`src/rtl/fifo2axi4_pkg.sv`:
```
// ============================================================================
// Module  : fifo2axi4_pkg
// Brief   : Shared AXI4 constants, writer FSM states and size helper.
// Rev     : 1.0 - initial release
// ============================================================================
`default_nettype none

package fifo2axi4_pkg;

  localparam logic [1:0] AXI_BURST_INCR = 2'b01;
  localparam logic [1:0] AXI_RESP_OKAY  = 2'b00;

  typedef enum logic [1:0] {
    IDLE = 2'd0,
    AW   = 2'd1,
    W    = 2'd2,
    B    = 2'd3
  } state_t;

  function automatic logic [2:0] axsize(input int dw);
    return 3'($clog2(dw / 8));
  endfunction

endpackage

`default_nettype wire

```
`src/rtl/fifo2axi4_wr_if.sv`:
```
// ============================================================================
// Module  : fifo2axi4_wr_if
// Brief   : FIFO read port plus AXI4 AW/W/B channels of the frame writer.
// Rev     : 1.0 - initial release
// ============================================================================
`default_nettype none

interface fifo2axi4_wr_if #(
  parameter int FAW    = 8,
  parameter int DATA_W = 128,
  parameter int ADDR_W = 32,
  parameter int ID_W   = 4
);

  logic              frd_vld;
  logic              frd_rdy;
  logic [DATA_W-1:0] frd_dat;
  logic [FAW:0]      frd_cnt;

  logic [ID_W-1:0]     M_AXI_AWID;
  logic [ADDR_W-1:0]   M_AXI_AWADDR;
  logic [7:0]          M_AXI_AWLEN;
  logic [2:0]          M_AXI_AWSIZE;
  logic [1:0]          M_AXI_AWBURST;
  logic                M_AXI_AWVALID;
  logic                M_AXI_AWREADY;

  logic [DATA_W-1:0]   M_AXI_WDATA;
  logic [DATA_W/8-1:0] M_AXI_WSTRB;
  logic                M_AXI_WLAST;
  logic                M_AXI_WVALID;
  logic                M_AXI_WREADY;

  logic [ID_W-1:0]     M_AXI_BID;
  logic [1:0]          M_AXI_BRESP;
  logic                M_AXI_BVALID;
  logic                M_AXI_BREADY;

  modport master (
    input  frd_vld, frd_dat, frd_cnt,
    output frd_rdy,
    output M_AXI_AWID, M_AXI_AWADDR, M_AXI_AWLEN, M_AXI_AWSIZE, M_AXI_AWBURST, M_AXI_AWVALID,
    input  M_AXI_AWREADY,
    output M_AXI_WDATA, M_AXI_WSTRB, M_AXI_WLAST, M_AXI_WVALID,
    input  M_AXI_WREADY,
    input  M_AXI_BID, M_AXI_BRESP, M_AXI_BVALID,
    output M_AXI_BREADY
  );

  modport slave (
    output frd_vld, frd_dat, frd_cnt,
    input  frd_rdy,
    input  M_AXI_AWID, M_AXI_AWADDR, M_AXI_AWLEN, M_AXI_AWSIZE, M_AXI_AWBURST, M_AXI_AWVALID,
    output M_AXI_AWREADY,
    input  M_AXI_WDATA, M_AXI_WSTRB, M_AXI_WLAST, M_AXI_WVALID,
    output M_AXI_WREADY,
    output M_AXI_BID, M_AXI_BRESP, M_AXI_BVALID,
    input  M_AXI_BREADY
  );

endinterface

`default_nettype wire

```
`src/rtl/fifo2axi4_addr_gen.sv`:
```
// ============================================================================
// Module  : fifo2axi4_addr_gen
// Brief   : Circular frame-buffer burst address with frame wrap and done pulse.
// Rev     : 1.0 - initial release
// ============================================================================
`default_nettype none

module fifo2axi4_addr_gen #(
  parameter int                  ADDR_W       = 32,
  parameter int                  DATA_W       = 128,
  parameter int                  BURST_LEN    = 16,
  parameter logic [ADDR_W-1:0]   BASE_ADDR    = 32'h1000_0000,
  parameter int                  FRAME_BURSTS = 1024
) (
  input  logic              clk,
  input  logic              rst,
  input  logic              i_advance,
  output logic [ADDR_W-1:0] o_addr,
  output logic              o_frame_done
);

  localparam int                c_BCW        = (FRAME_BURSTS > 1) ? $clog2(FRAME_BURSTS) : 1;
  localparam logic [ADDR_W-1:0] c_STEP       = ADDR_W'(BURST_LEN * DATA_W / 8);
  localparam logic [c_BCW-1:0]  c_LAST_BURST = c_BCW'(FRAME_BURSTS - 1);

  logic [ADDR_W-1:0] r_addr;
  logic [c_BCW-1:0]  r_burst_cnt;
  logic              r_frame_done;

  always_ff @(posedge clk or posedge rst) begin
    if (rst) begin
      r_addr       <= BASE_ADDR;
      r_burst_cnt  <= '0;
      r_frame_done <= 1'b0;
    end else begin
      r_frame_done <= 1'b0;
      if (i_advance) begin
        if (r_burst_cnt == c_LAST_BURST) begin
          r_addr       <= BASE_ADDR;
          r_burst_cnt  <= '0;
          r_frame_done <= 1'b1;
        end else begin
          r_addr      <= r_addr + c_STEP;
          r_burst_cnt <= r_burst_cnt + 1'b1;
        end
      end
    end
  end

  assign o_addr       = r_addr;
  assign o_frame_done = r_frame_done;

endmodule

`default_nettype wire

```
`src/rtl/fifo2axi4_wr.sv`:
```
// ============================================================================
// Module  : fifo2axi4_wr
// Brief   : Drains FIFO words into fixed-length AXI4 INCR bursts, one in flight.
// Rev     : 1.0 - initial release
// ============================================================================
`default_nettype none

module fifo2axi4_wr
  import fifo2axi4_pkg::*;
#(
  parameter int                           FAW             = 8,
  parameter int                           AXI4_DATA_WIDTH = 128,
  parameter int                           AXI4_ADDR_WIDTH = 32,
  parameter int                           AXI4_ID_WIDTH   = 4,
  parameter int                           BURST_LEN       = 16,
  parameter logic [AXI4_ADDR_WIDTH-1:0]   BASE_ADDR       = 32'h1000_0000,
  parameter int                           FRAME_BURSTS    = 1024
) (
  input  logic           M_AXI_ACLK,
  input  logic           M_AXI_ARESET,
  fifo2axi4_wr_if.master m_if,
  output logic           wr_busy,
  output logic           frame_done,
  output logic           resp_err
);

  localparam int                         c_BURST_BYTES = BURST_LEN * AXI4_DATA_WIDTH / 8;
  localparam logic [7:0]                 c_LAST_BEAT   = 8'(BURST_LEN - 1);
  localparam logic [FAW:0]               c_START_LVL   = (FAW + 1)'(BURST_LEN);
  localparam logic [AXI4_ADDR_WIDTH-1:0] c_ALIGN       = AXI4_ADDR_WIDTH'(c_BURST_BYTES);

  if (BURST_LEN < 1 || BURST_LEN > 256) begin : g_bad_burst_len
    $error("fifo2axi4_wr: BURST_LEN must be in 1..256");
  end
  if (BURST_LEN > (1 << FAW)) begin : g_bad_fifo_depth
    $error("fifo2axi4_wr: BURST_LEN exceeds FIFO depth");
  end
  if ((BASE_ADDR % c_ALIGN) != '0) begin : g_bad_base_align
    $error("fifo2axi4_wr: BASE_ADDR not aligned to burst size");
  end

  state_t                     r_state;
  state_t                     w_next;
  logic [7:0]                 r_beat_cnt;
  logic                       r_resp_err;
  logic                       w_last_beat;
  logic                       w_w_hs;
  logic                       w_b_hs;
  logic [AXI4_ADDR_WIDTH-1:0] w_awaddr;
  logic                       w_unused;

  assign w_last_beat = (r_beat_cnt == c_LAST_BEAT);
  assign w_w_hs      = (r_state == W) && m_if.frd_vld && m_if.M_AXI_WREADY;
  assign w_b_hs      = (r_state == B) && m_if.M_AXI_BVALID;
  assign w_unused    = ^m_if.M_AXI_BID;

  always_ff @(posedge M_AXI_ACLK or posedge M_AXI_ARESET) begin
    if (M_AXI_ARESET) begin
      r_state    <= IDLE;
      r_beat_cnt <= '0;
      r_resp_err <= 1'b0;
    end else begin
      r_state <= w_next;
      if (w_w_hs) begin
        r_beat_cnt <= w_last_beat ? '0 : r_beat_cnt + 1'b1;
      end
      if (w_b_hs && (m_if.M_AXI_BRESP != AXI_RESP_OKAY)) begin
        r_resp_err <= 1'b1;
      end
    end
  end

  // Valids are decoded from state so an asynchronous reset drops them at once.
  always_comb begin
    w_next              = r_state;
    m_if.M_AXI_AWVALID  = 1'b0;
    m_if.M_AXI_WVALID   = 1'b0;
    m_if.M_AXI_WLAST    = 1'b0;
    m_if.M_AXI_BREADY   = 1'b0;
    m_if.frd_rdy        = 1'b0;
    case (r_state)
      IDLE: begin
        if (m_if.frd_cnt >= c_START_LVL) w_next = AW;
      end
      AW: begin
        m_if.M_AXI_AWVALID = 1'b1;
        if (m_if.M_AXI_AWREADY) w_next = W;
      end
      W: begin
        m_if.M_AXI_WVALID = m_if.frd_vld;
        m_if.M_AXI_WLAST  = w_last_beat;
        m_if.frd_rdy      = m_if.M_AXI_WREADY;
        if (w_w_hs && w_last_beat) w_next = B;
      end
      B: begin
        m_if.M_AXI_BREADY = 1'b1;
        if (m_if.M_AXI_BVALID) w_next = IDLE;
      end
      default: w_next = IDLE;
    endcase
  end

  fifo2axi4_addr_gen #(
    .ADDR_W       (AXI4_ADDR_WIDTH),
    .DATA_W       (AXI4_DATA_WIDTH),
    .BURST_LEN    (BURST_LEN),
    .BASE_ADDR    (BASE_ADDR),
    .FRAME_BURSTS (FRAME_BURSTS)
  ) u_addr_gen (
    .clk          (M_AXI_ACLK),
    .rst          (M_AXI_ARESET),
    .i_advance    (w_b_hs),
    .o_addr       (w_awaddr),
    .o_frame_done (frame_done)
  );

  assign m_if.M_AXI_AWID    = '0;
  assign m_if.M_AXI_AWADDR  = w_awaddr;
  assign m_if.M_AXI_AWLEN   = c_LAST_BEAT;
  assign m_if.M_AXI_AWSIZE  = axsize(AXI4_DATA_WIDTH);
  assign m_if.M_AXI_AWBURST = AXI_BURST_INCR;
  assign m_if.M_AXI_WDATA   = m_if.frd_dat;
  assign m_if.M_AXI_WSTRB   = '1;

  assign wr_busy  = (r_state != IDLE);
  assign resp_err = r_resp_err;

endmodule

`default_nettype wire

```
`src/flat_wrapper.sv`:
```
// flat-port wrapper written by rule: the top's interface ports become plain ports
module fifo2axi4_wr_flat import fifo2axi4_pkg::*;
#(
  parameter int                           FAW             = 8,
  parameter int                           AXI4_DATA_WIDTH = 128,
  parameter int                           AXI4_ADDR_WIDTH = 32,
  parameter int                           AXI4_ID_WIDTH   = 4,
  parameter int                           BURST_LEN       = 16,
  parameter logic [AXI4_ADDR_WIDTH-1:0]   BASE_ADDR       = 32'h1000_0000,
  parameter int                           FRAME_BURSTS    = 1024
)
  (M_AXI_ACLK, M_AXI_ARESET, wr_busy, frame_done, resp_err, m_if_frd_vld, m_if_frd_dat, m_if_frd_cnt, m_if_frd_rdy, m_if_M_AXI_AWID, m_if_M_AXI_AWADDR, m_if_M_AXI_AWLEN, m_if_M_AXI_AWSIZE, m_if_M_AXI_AWBURST, m_if_M_AXI_AWVALID, m_if_M_AXI_AWREADY, m_if_M_AXI_WDATA, m_if_M_AXI_WSTRB, m_if_M_AXI_WLAST, m_if_M_AXI_WVALID, m_if_M_AXI_WREADY, m_if_M_AXI_BID, m_if_M_AXI_BRESP, m_if_M_AXI_BVALID, m_if_M_AXI_BREADY);
  fifo2axi4_wr_if #(.FAW(FAW), .DATA_W((128)), .ADDR_W((32)), .ID_W((4))) m_if_i ();
  input  logic M_AXI_ACLK;
  input  logic M_AXI_ARESET;
  output logic wr_busy;
  output logic frame_done;
  output logic resp_err;
  input wire logic [$bits(m_if_i.frd_vld)-1:0] m_if_frd_vld;
  input wire logic [$bits(m_if_i.frd_dat)-1:0] m_if_frd_dat;
  input wire logic [$bits(m_if_i.frd_cnt)-1:0] m_if_frd_cnt;
  output wire logic [$bits(m_if_i.frd_rdy)-1:0] m_if_frd_rdy;
  output wire logic [$bits(m_if_i.M_AXI_AWID)-1:0] m_if_M_AXI_AWID;
  output wire logic [$bits(m_if_i.M_AXI_AWADDR)-1:0] m_if_M_AXI_AWADDR;
  output wire logic [$bits(m_if_i.M_AXI_AWLEN)-1:0] m_if_M_AXI_AWLEN;
  output wire logic [$bits(m_if_i.M_AXI_AWSIZE)-1:0] m_if_M_AXI_AWSIZE;
  output wire logic [$bits(m_if_i.M_AXI_AWBURST)-1:0] m_if_M_AXI_AWBURST;
  output wire logic [$bits(m_if_i.M_AXI_AWVALID)-1:0] m_if_M_AXI_AWVALID;
  input wire logic [$bits(m_if_i.M_AXI_AWREADY)-1:0] m_if_M_AXI_AWREADY;
  output wire logic [$bits(m_if_i.M_AXI_WDATA)-1:0] m_if_M_AXI_WDATA;
  output wire logic [$bits(m_if_i.M_AXI_WSTRB)-1:0] m_if_M_AXI_WSTRB;
  output wire logic [$bits(m_if_i.M_AXI_WLAST)-1:0] m_if_M_AXI_WLAST;
  output wire logic [$bits(m_if_i.M_AXI_WVALID)-1:0] m_if_M_AXI_WVALID;
  input wire logic [$bits(m_if_i.M_AXI_WREADY)-1:0] m_if_M_AXI_WREADY;
  input wire logic [$bits(m_if_i.M_AXI_BID)-1:0] m_if_M_AXI_BID;
  input wire logic [$bits(m_if_i.M_AXI_BRESP)-1:0] m_if_M_AXI_BRESP;
  input wire logic [$bits(m_if_i.M_AXI_BVALID)-1:0] m_if_M_AXI_BVALID;
  output wire logic [$bits(m_if_i.M_AXI_BREADY)-1:0] m_if_M_AXI_BREADY;
  assign m_if_i.frd_vld = m_if_frd_vld;
  assign m_if_i.frd_dat = m_if_frd_dat;
  assign m_if_i.frd_cnt = m_if_frd_cnt;
  assign m_if_frd_rdy = m_if_i.frd_rdy;
  assign m_if_M_AXI_AWID = m_if_i.M_AXI_AWID;
  assign m_if_M_AXI_AWADDR = m_if_i.M_AXI_AWADDR;
  assign m_if_M_AXI_AWLEN = m_if_i.M_AXI_AWLEN;
  assign m_if_M_AXI_AWSIZE = m_if_i.M_AXI_AWSIZE;
  assign m_if_M_AXI_AWBURST = m_if_i.M_AXI_AWBURST;
  assign m_if_M_AXI_AWVALID = m_if_i.M_AXI_AWVALID;
  assign m_if_i.M_AXI_AWREADY = m_if_M_AXI_AWREADY;
  assign m_if_M_AXI_WDATA = m_if_i.M_AXI_WDATA;
  assign m_if_M_AXI_WSTRB = m_if_i.M_AXI_WSTRB;
  assign m_if_M_AXI_WLAST = m_if_i.M_AXI_WLAST;
  assign m_if_M_AXI_WVALID = m_if_i.M_AXI_WVALID;
  assign m_if_i.M_AXI_WREADY = m_if_M_AXI_WREADY;
  assign m_if_i.M_AXI_BID = m_if_M_AXI_BID;
  assign m_if_i.M_AXI_BRESP = m_if_M_AXI_BRESP;
  assign m_if_i.M_AXI_BVALID = m_if_M_AXI_BVALID;
  assign m_if_M_AXI_BREADY = m_if_i.M_AXI_BREADY;
  fifo2axi4_wr #(.FAW(FAW), .AXI4_DATA_WIDTH(AXI4_DATA_WIDTH), .AXI4_ADDR_WIDTH(AXI4_ADDR_WIDTH), .AXI4_ID_WIDTH(AXI4_ID_WIDTH), .BURST_LEN(BURST_LEN), .BASE_ADDR(BASE_ADDR), .FRAME_BURSTS(FRAME_BURSTS)) u_core (.M_AXI_ACLK(M_AXI_ACLK), .M_AXI_ARESET(M_AXI_ARESET), .m_if(m_if_i), .wr_busy(wr_busy), .frame_done(frame_done), .resp_err(resp_err));
endmodule
```
`config.mk`:
```
export PLATFORM = sky130hd
export DESIGN_NAME = fifo2axi4_wr_flat
export DESIGN_NICKNAME = d
export VERILOG_FILES = /design/src/rtl/fifo2axi4_pkg.sv /design/src/rtl/fifo2axi4_wr_if.sv /design/src/rtl/fifo2axi4_addr_gen.sv /design/src/rtl/fifo2axi4_wr.sv /design/src/flat_wrapper.sv
export SDC_FILE = /design/constraint.sdc
export NUM_CORES = 1
export LEC_CHECK = 0
export BUFFER_PORTS_ARGS = -buffer_cell sky130_fd_sc_hd__buf_2
export CAP_MARGIN = 0
export CORE_AREA = 2 2 137 139
export DETAILED_ROUTE_END_ITERATION = 16
export DIE_AREA = 0 0 139 141
export GPL_ROUTABILITY_DRIVEN = 0
export PLACE_DENSITY = 0.47
export SLEW_MARGIN = 20
export SYNTH_ARGS = -nofsm -noshare
export SYNTH_HDL_FRONTEND = slang
export SYNTH_SLANG_ARGS = --single-unit
```
`constraint.sdc`:
```
create_clock -name M_AXI_ACLK -period 3 [get_ports M_AXI_ACLK]
set_input_delay 0.15 -clock M_AXI_ACLK [delete_from_list [all_inputs] [get_ports M_AXI_ACLK]]
set_output_delay 0.15 -clock M_AXI_ACLK [all_outputs]
set_load 0.1 [all_outputs]
```
# == Yosys cells after proc, flatten, opt, wreduce, memory -nomap -nowiden ==
# Cells that the tools add are included.
# totals
out_inout_bits,201
in_bits,149
register_bits,54
elab_cells,43
# op_classes
eq_ne,9
add_sub_neg,3
n_reduce_logical,9
order_cmp,1
n_mux,15
# op_table
operator,n
adder 32 x 9 -> 32 bit (second input constant),1
2-to-1 mux 32 bit,1
adder 10 x 1 -> 10 bit (second input constant),1
== test 10 bit (second input constant),1
2-to-1 mux 10 bit,1
greater-or-equal comparator 9 x 5 -> 1 bit (second input constant),1
adder 8 x 1 -> 8 bit (second input constant),1
== test 8 x 4 -> 1 bit (second input constant),1
2-to-1 mux 2 bit,4
2-to-1 mux 8 bit,1
case mux 2 bit (4 select lines),1
2-to-1 mux 1 bit,7
inequality test 2 bit (second input constant),3
logical AND 1 bit,5
== test 2 bit (second input constant),2
AND reduction 4 bit,1
nonzero test 2 bit,2
== test 2 x 1 -> 1 bit (second input constant),1
logical NOT 2 bit,1
inequality test 2 x 1 -> 1 bit (second input constant),1

# == Depth between registers and ports, before layout ==
# logic_depth
word_depth,6
ltp_mapped,7
ltp_nobuf,6

# == Modules after synthesis ==
# A second synthesis with hierarchy kept.
# hier_totals
hier_cells,403
hier_area_um2,3580.9
# modules_own_cells
module,cells_each,area_per_inst_um2,instances,seq_area_each_um2
fifo2axi4_wr,223,1839.3,1,275.3
fifo2axi4_addr_gen,180,1741.7,1,877.1

# == Least setup slack after synthesis ==
# No wires, ideal clock.
# synth_timing
path_type,register to register
start,reg u_core.r_state[0]
end,reg u_core.u_addr_gen.r_addr[21] (netlist: u_core.u_addr_gen.o_addr[21])
n_path_buf,0
required_ns,2.922
setup_ns,0.078
setup_slack_ns,0.280
synth_period_minus_slack_ns,2.720
stages_incl_launch_ff,6
t_arrival_ns,2.642
cell_sequence,dfrtp_1 -> ha_1 -> nand4_1 -> or3_1 -> or3_1 -> a21oi_1
# synth_via
elab_chain_len,2
# synth_lines
item,line,text
from (decl),fifo2axi4_wr.sv:42,state_t r_state;
from (signal assigned),fifo2axi4_wr.sv:63,r_state <= w_next;
== test 2 bit,fifo2axi4_wr.sv:54,assign w_b_hs = (r_state == B) && m_if.M_AXI_BVALID;
logical AND 1 bit,fifo2axi4_wr.sv:54,
to (signal assigned),fifo2axi4_addr_gen.sv:43,r_addr <= r_addr + c_STEP;
to (decl),fifo2axi4_addr_gen.sv:26,logic [ADDR_W-1:0] r_addr;
# Every way passes these cells.
# A chain may end at the register's enable or synchronous reset.

# == Worst setup path after layout ==
# layout_timing
start,reg u_core.r_state[1]
end,reg u_core.u_addr_gen.r_addr[21] (netlist: u_core.u_addr_gen.o_addr[21])
# The elaborated chain is that of the path after synthesis.

==> metrics.md <==
| Metric | Value |
|---|---|
| Static Leak | 1.44 nW |
| Worst skew pair latency | 280 ps |
| Cell mode on critical path | or3_1 |
| Endpoint class of the critical path | register |
| Mapped Cells | 412 |
| DR WL/cell | 13.6 um |
| Synthesized area | 3640 um2 |
| Register area share after synthesis | 31.7% |
| Cell breakdown of the critical path | ha_1 > nand4_1 > or3_1 > or3_1 > a21oi_1 |
| Failing checks | hold timing |
| Total power | 2.36 mW |
| Largest delay share family, worst path | simple AND/OR/NAND/NOR gates |
| Final Cycle Share | 73.3% |
| Crit path DAT | 2410 ps |
| CP max stage delay | 540 ps |
| First-pass GRT wire length | 11,600 um |
| Die Height | 141 um |
| Worst Setup Start Kind | register |
| Most frequent cells in the layout | 45 x dfrtp_1, 44 x buf_2, 41 x conb_1, 20 x nor2_1, 17 x nand3_1 |
| # rows | 50 |
| Core region area | 18,300 um2 |
| Die ar. | 19,600 um2 |
| Area Growth Syn to Fin | -13.3% |
| Vias in the first global route | 2,053 |
| Peak supply drop | 0.504 mV |
| Final Max Tran Viols | 0 |
| Die width | 139 um |
| CTS tree | built |
| Worst r2r path cells | 5 |
| Post-synthesis average cell area | 8.83 um2 |
| Postcts setup bufs | 0 |
| Antenna violation net count after detailed routing | 0 |
| Synthesized flop and latch total | 46 |
| Distinct cell type count after synthesis | 36 |
| Worst-Margin Slew | 823 ps |
| Max Cap Viol | 0 |
| Critical-path cell with the highest stage delay | or3_1 |
| Tmin final | 2200 ps |
| I/O Buffers | 44 |
| Power Density | 749 nW/um2 |
| Num CTS Buffers | 5 |
| Starting Density | 19.9% |
| Crit path buffers/inverters | 0 |
| Dpl ws | 812 ps |
| Cts-stage hold buffer count | 0 |
| Worst hold slack | -0.513 ps |
| Routed via count | 2,200 |
| Post-synth EDFFs | 0 |
| Clock-pin slew on the worst setup and hold paths | 70 ps |
| Commonest non-fill, non-tap cell in the layout | dfrtp_1 |
| WP data required | 3210 ps |
| Largest net degree at the start of global routing | 47 |
| Max Clock Freq | 455 MHz |
| RSZ-0062 raised after global routing | no |
| Hold Path Class | in -> async |
| Crit path depth | 5 |
| Sum of negative setup slack | 0 ps |
| Clk_skew | 6.99 ps |
| DRC viols | 0 |
| Yosys warning count | 0 |
| Nets | 484 |
| # diodes | 0 |
| Synth Flop Type | dfrtp_1 |
| Overall Global Routing Usage | 7.40% |
| # IOs | 350 |
| TritonRoute pass-1 iters | 6 |
| Synth async-reset ratio | 100% |
| Drt initial violations | 60 |
| Clock root cell | clkbuf_16 |
| Clk sink count | 46 |
| CP Class | reg -> reg |
| Final wirelength | 7640 um |
| Initial antenna violation count | 0 |
| Critical Path Fanout Max | 9 |
| Final setup margin | 802 ps |
| DR vias/cell | 3.91 |
| CTS resizes | 0 |
| Post-DP HPWL | 5970 um |
| Share of layout cells above drive strength 1 | 18.0% |
| Clock buffer depth | 2 |
| Final Hold Viols | 1 |
| Max-slew headroom | 45.1% |
| Final setup fails | 0 |
| Number of H-tree levels | 2 |
| GRT overflow | 0 |
| Status | finished, violations left |
[flip-flops by register name, summed over array words and instances (netlist names)]
| signal | flops |
|---|---|
| u_core.r_beat_cnt | 8 |
| u_core.r_state | 2 |
| u_core.resp_err | 1 |
| u_core.u_addr_gen.o_addr | 24 |
| u_core.u_addr_gen.o_frame_done | 1 |
| u_core.u_addr_gen.r_burst_cnt | 10 |
[cells by family (layout without fill, tap and decap cells)]
logic type	count (synthesis)	count (layout)	share of synthesized area, %
AO/OA/AOI/OAI	42	42	7.12
other	2	41	0.206
XOR/XNOR	20	20	4.82
flip-flops	46	46	31.7
buffers and inverters	182	59	36.4
adder cells (fa/ha/maj)	8	8	2.75
multiplexers	2	2	0.619
AND/OR/NAND/NOR	110	110	16.4
[final cells by class]
cell class                 count  area [um2]
sequential                    46        1150
tap                          234         293
inverter                       6        23.8
fill                        2070       15100
timing repair buffer          45         228
clock inverter                 2        13.8
clock buffer                   6         129
multi-input combinational    223        1310
[metrics by stage]
stage / cell area, um2 / hold slack, ps / util, % / std cells
2_1_floorplan: 3780 / 308 / - / 451
3_3_place_gp: 3010 / 301 / 16.5 / 554
3_5_place_dp: 3010 / 301 / 16.5 / 554
4_1_cts: 3150 / 108 / 17.3 / 562
5_1_grt: 3150 / 89.3 / 17.3 / 562
6_report: 3150 / -0.513 / 17.3 / 562
[report_power, final]
group	leakage (nW)	total (mW)	internal, mW	switching, mW
Combinational	0.759	1.00	0.190	0.814
Sequential	0.611	0.809	0.706	0.102
Clock	0.0708	0.549	0.310	0.239
Total	1.44	2.36	1.21	1.16
[final timing paths]
| kind | slack, ps | startpoint | to |
|---|---|---|---|
| setup reg to reg | 800 | u_core.r_state[1] | u_core.u_addr_gen.o_addr[21] |
| setup / recovery | 800 | u_core.r_state[1] | u_core.u_addr_gen.o_addr[21] |
| max in group asynchronous | 2500 | M_AXI_ARESET | u_core.u_addr_gen.r_burst_cnt[2] |
| hold reg to reg | 460 | u_core.r_beat_cnt[7] | u_core.r_beat_cnt[7] |
| hold / removal | -0.5 | M_AXI_ARESET | u_core.u_addr_gen.o_frame_done |
| min in group M_AXI_ACLK | 110 | m_if_M_AXI_BRESP[0] | u_core.resp_err |
[cells in the mapped netlist (4+ instances only)]
master,count,area [um2]
o21ai_0,13,65.1
nor2_1,20,75.1
nand3_1,17,85.1
a21oi_1,12,60.1
o31ai_1,8,60.1
clkbuf_1,5,18.8
xor2_1,8,70.1
ha_1,8,100
nand4_1,10,62.6
xnor2_1,12,105
dfrtp_1,45,1130
nor3_1,6,30.0
and3_1,6,37.5
buf_4,170,1280
or4_1,8,60.1
inv_1,6,22.5
nor4_1,4,25.0
or3_1,8,50.1
and4_1,4,35.0
nand2_1,16,60.1
and2_1,6,37.5
[per-layer routing]
metal  track usage, %  share of wire [%]
met1             8.07                 38
met3             2.89                9.2
met4             4.25                4.6
met2             12.3                 48
met5                0                  0
Note: power is estimated with default switching activity, not from simulation.
